File: src/rtl/cache_arbiter.sv
// cache_arbiter: shares one cache-line memory port between icache and dcache
module cache_arbiter #(
  parameter int LINE_W   = 256,
  parameter int ADDR_W   = 32,
  parameter int OFFSET_W = 5
) (
  input  logic              clk,
  input  logic              rst,
  input  logic              i_read,
  input  logic [ADDR_W-1:0] i_address,
  output logic [LINE_W-1:0] i_rdata,
  output logic              i_resp,
  input  logic              d_read,
  input  logic              d_write,
  input  logic [ADDR_W-1:0] d_address,
  input  logic [LINE_W-1:0] d_wdata,
  output logic [LINE_W-1:0] d_rdata,
  output logic              d_resp,
  output logic              mem_read,
  output logic              mem_write,
  output logic [ADDR_W-1:0] mem_address,
  output logic [LINE_W-1:0] mem_wdata,
  input  logic [LINE_W-1:0] mem_rdata,
  input  logic              mem_resp
);
  typedef enum logic [2:0] {IDLE, SERVE_I, SERVE_D, RESP_I, RESP_D} state_t;
  state_t state, next;
  logic last_grant;
  logic i_pend, d_pend, grant_i, grant_d, serving;
  logic [ADDR_W-1:0] mask;
  assign mask    = {{(ADDR_W-OFFSET_W){1'b1}}, {OFFSET_W{1'b0}}};
  assign i_pend  = i_read;
  assign d_pend  = d_read | d_write;
  assign grant_d = state == IDLE && d_pend && (!i_pend || !last_grant);
  assign grant_i = state == IDLE && i_pend && (!d_pend || last_grant);
  assign serving = state == SERVE_I || state == SERVE_D;
  assign i_resp  = state == RESP_I;
  assign d_resp  = state == RESP_D;
  // state register
  always_ff @(posedge clk or negedge rst)
    if (!rst) state <= IDLE;
    else state <= next;
  // next-state: grant in IDLE, wait for adaptor, one response cycle
  always_comb begin
    next = state;
    case (state)
      IDLE:    next = grant_d ? SERVE_D : grant_i ? SERVE_I : IDLE;
      SERVE_I: next = mem_resp ? RESP_I : SERVE_I;
      SERVE_D: next = mem_resp ? RESP_D : SERVE_D;
      default: next = IDLE;
    endcase
  end
  // latch the granted transaction, drive memory, capture returned lines
  always_ff @(posedge clk or negedge rst)
    if (!rst) begin
      last_grant  <= 1'b0;
      mem_read    <= 1'b0;
      mem_write   <= 1'b0;
      mem_address <= '0;
      mem_wdata   <= '0;
      i_rdata     <= '0;
      d_rdata     <= '0;
    end else begin
      if (grant_i || grant_d) begin
        last_grant  <= grant_d;
        mem_address <= (grant_d ? d_address : i_address) & mask;
        mem_read    <= !(grant_d && d_write);
        mem_write   <= grant_d && d_write;
        if (grant_d) mem_wdata <= d_wdata;
      end
      if (serving && mem_resp) begin
        mem_read  <= 1'b0;
        mem_write <= 1'b0;
        if (state == SERVE_I) i_rdata <= mem_rdata;
        if (state == SERVE_D && mem_read) d_rdata <= mem_rdata;
      end
    end
endmodule

File: config.mk
export PLATFORM = sky130hd
export DESIGN_NAME = cache_arbiter
export DESIGN_NICKNAME = d
export VERILOG_FILES = /design/src/rtl/cache_arbiter.sv
export SDC_FILE = /design/constraint.sdc
export NUM_CORES = 1
export LEC_CHECK = 0
export CORE_AREA = 2 2 534 536
export DETAILED_ROUTE_END_ITERATION = 8
export DIE_AREA = 0 0 536 538
export GPL_TIMING_DRIVEN = 0
export PLACE_DENSITY_LB_ADDON = 0.1
export SETUP_SLACK_MARGIN = 0.1
export SLEW_MARGIN = 0
export SYNTH_ARGS = -nofsm -noshare
export SYNTH_HDL_FRONTEND = slang
export SYNTH_SLANG_ARGS = --single-unit
File: constraint.sdc
create_clock -name clk -period 3.27 [get_ports clk]
set_input_delay 0.4905 -clock clk [delete_from_list [all_inputs] [get_ports clk]]
set_output_delay 0.4905 -clock clk [all_outputs]
set_load 0.05 [all_outputs]
* After elaboration in Yosys (flattened, before gate mapping)
Index checks and enable logic that the tools add are counted.
** Storage, ports and cells
- Register bits :: 801
- Bits of input ports :: 582
- Output and inout bits :: 804
** Operators by class
- Muxes and demuxes :: 10
- Eq/ne operators :: 4
- Bitwise logic cells :: 1
- Reductions and logical operators :: 20
** Operator list (number)
- 32-bit 2-to-1 mux :: 1
- 3-bit case mux with 3 select lines :: 1
- 1-bit logical AND :: 7
- 3-bit by 2-bit equality test with 1-bit output, second input constant :: 2
- 2-bit AND reduction :: 3
- 1-bit 2-to-1 mux :: 5
- 1-bit zero test :: 4
- 1-bit logical OR :: 4
- 2-bit 2-to-1 mux :: 2
- 3-bit by 1-bit equality test with 1-bit output, second input constant :: 1
- 3-bit equality test, second input constant :: 1
- 3-bit zero test :: 1
- 3-bit 2-to-1 mux :: 1
- 2-bit nonzero test :: 1
- 1-bit bitwise OR :: 1

* Logic depth before layout (Yosys ltp)
- Depth after elaboration :: 7
- Mapped depth :: 6
- Gate-level depth less buffers :: 3

* Worst setup path after synthesis
No wires, ideal clock.
- Path type :: register to output
- Start point :: register state[1]
- End point :: output port d_resp
- Arrival time :: 1653 ps
- Path slack :: 1127 ps
- Stages on the path, launching flop included :: 3
- Data required time :: 2779 ps
- Cell sequence :: dfrtp_1 > buf_6 > nor3b_1
** Between the ends
- Longest elaborated chain between the ends :: 1
** RTL lines
- from (decl) :: line 27 : state_t state, next;
- from (signal assigned) :: line 42 : else state <= next;
- 3-bit equality test :: line 38 : assign d_resp = state == RESP_D;
- to (decl) :: line 18 : output logic d_resp,
No other way between the ends.

* Worst setup path in the final report
- Start point :: register state[0]
- End point :: output port d_resp
Same word-level chain as after synthesis.

==> results <==
what timing repair did:
item                      4_1_cts  5_1_grt
buffers inserted                0        0
hold buffers                    1        0
hold endpoints to repair       75        0
kinds of logic (layout without fill, tap and decap cells):
| logic type | after synthesis | after routing | synth area share |
|---|---|---|---|
| XOR/XNOR | 1 | 1 | 0.000279 |
| flip-flops | 801 | 801 | 0.639 |
| AO/OA/AOI/OAI | 90 | 90 | 0.0164 |
| other | 1 | 32 | 0.000120 |
| buffers and inverters | 110 | 1688 | 0.0354 |
| multiplexers | 768 | 768 | 0.300 |
| AND/OR/NAND/NOR | 46 | 46 | 0.00854 |
routing by layer:
layer,GRT usage,wire [µm]
met3,0.0692,22600
met2,0.214,90200
met5,0,432
met4,0.0271,3720
met1,0.141,72800
final timing paths:
kind                           startpoint             end  slack (ns)  depth (start not counted)
max reg2reg                      state[2]    i_rdata[122]        0.52                          5
min in group clk              d_wdata[13]   mem_wdata[13]        0.28                          2
max                              state[0]          d_resp        0.35                          3
min                                   rst    d_rdata[241]        0.22                          2
min reg2reg                mem_wdata[241]  mem_wdata[241]        0.48                          1
max in group asynchronous             rst    i_rdata[145]        0.50                          6
power by group through the flow:
| stage | logic (mW) | registers (mW) | clock network [mW] |
|---|---|---|---|
| 2_1_floorplan | 8.74 | 35.2 | 0 |
| 3_5_place_dp | 43.7 | 18.2 | 0 |
| 6_report | 43.0 | 18.1 | 12.4 |
| 4_1_cts | 43.9 | 18.2 | 13.0 |
| 5_1_grt | 44.7 | 18.8 | 13.3 |
| 3_3_place_gp | 43.9 | 18.4 | 0 |
layout make-up:
class                   instances  area [µm²]  share of cell area
flip-flops and latches        801       20000               0.374
repair buffers               1378       13900               0.260
multi-input cells             910       10200               0.190
well taps                    3762        4710              0.0878
clock buffers                 180        3410              0.0637
plain buffers                 110        1110              0.0207
clock inverters                20         156             0.00292
diodes                         27        67.6             0.00126
worst max-delay path, cell delays in order, from the launching register on:
cell and delay (ns):
dfrtp_1 0.35, buf_2 0.18, nor3b_1 0.21, clkdlybuf4s50_1 0.91
through the flow:
stage | hold WS [ns] | power [mW] | instances | TNS [ns]
3_5_place_dp | 0.445 | 62.0 | 6960 | -40.68
2_1_floorplan | 0.195 | 44.0 | 1821 | 0
4_1_cts | 0.143 | 75.1 | 7161 | 0
6_report | 0.215 | 73.4 | 7188 | 0
5_1_grt | 0.193 | 76.8 | 7164 | 0
3_3_place_gp | 0.471 | 62.2 | 6953 | -
Yosys cell counts, drive strengths merged (2+ instances only):
library cell    n  area [µm²]
nand2           3        11.3
nor3b           2        20.0
dfrtp         801       20000
a31oi          27         169
a21oi          29         145
o21ai          28         140
buf           100        1070
nor3            4        20.0
nor2            4        33.8
or3             2        17.5
clkbuf         10        37.5
mux2          768        9400
nand3          28         140
registers in the layout, summed over array words and instances, names as in the netlist:
signal	flops
d_rdata	256
i_rdata	256
mem_wdata	256
mem_address	27
state	3
last_grant	1
mem_read	1
mem_write	1
==> reports/qor.yml <==
sta:
  slew_headroom: 0.336
  slew_viol_final: 0
  rsz0062_at_grt: "false"
  fin_crit_ns: 2.92
  clock.fmax_mhz: 343
  worst_slack_ns: 0.351
  worst_pin_slew_ns: 0.993
  fin_crit_sh: 0.893
  hold_viol: 0
  setup-violations-final: 0
  finalClockSkew_ns: 0.0517
floorplan:
  dieArea_mm2: 0.288
  num_rows: 196
  ioPinCount: 1386
  die_w_um: 536
  die_h_um: 538
  initial_core_util: 0.111
  core_mm2: 0.283
finish:
  final_util: 0.189
  area_growth_pct: 71.1
  final_common_cell: "clkdlybuf4s50_1"
  drive_above_1_share: 0.297
  nNetsFinal: 3900
  stdcell_area_mm2: 0.0536
  n_fill_cell: 30700
  layout_common_cells: "1369 x clkdlybuf4s50_1, 801 x dfrtp_1, 539 x mux2_2"
grt:
  grt_pass1_wl_um: 246000
  grt_pass1_vias: 24300
  grt_max_degree: 132
  antenna_found_initial: 82
  grt_overflow_total: 0
  grt_use_total: 0.127
synthesis:
  syn_area_mm2: 0.0313
  synth-main-ff-cell: "dfrtp_1"
  ys_async_sr_fraction: 1.00
  synthDistinctLibCells: 35
  syn_inst: 1817
  synth_edf_count: 0
  synth_warnings: 0
  syn_area_per_cell_um2: 17.3
  synth-seq-cells: 801
  ys_seq_area_frac: 0.639
cts:
  htree_num_levels: 3
  path_clk_slew_ns: 0.06
  cts_buffer_depth: 4
  cts_buffers: 117
  cts_sinks: 801
  clock_latency_ns: 0.83
  cts_resized: 0
  root_buffer: "clkbuf_16"
  cts_tree: "done"
job:
  maxCapViolations: 0
placed_design:
  dp_slack_ns: -0.367
  port_buffers: 1370
  dpl_cell_area_mm2: 0.0500
  place_hpwl_um: 153000
  gp_congestion: 0.805
route:
  ant_nets: 0
  viasPerCell: 3.07
  avgRoutedWirePerCell_um: 26.4
  wirelength_um: 190000
  drt_iter0_drc: 645
  remaining_drc_errors: 0
  first_pass_iters: 4
  vias: 22000
hold_path:
  min_path_type: "input pin to async pin"
pwr:
  intPower_mw: 37.4
  pwr-share-comb: 0.586
  p_seq_frac: 0.246
  p_leak_nw: 21.3
  vdd_drop_max_uv: 553
  pwr-share-clk: 0.168
  power_density_mw_per_mm2: 1370
  p_sw_frac: 0.490
  p_sw_mw: 36.0
setup_path:
  critical_path.max_fanout: 10
  critPathRequiredTime_ns: 2.78
  critPathCaptureType: "output port"
  crit_arrival_ns: 2.43
  crit_path_start_kind: "register"
  critical_path_class: "register to output port"
outcome:
  status: "complete, no violations"
(Power assumes the default switching activity.)
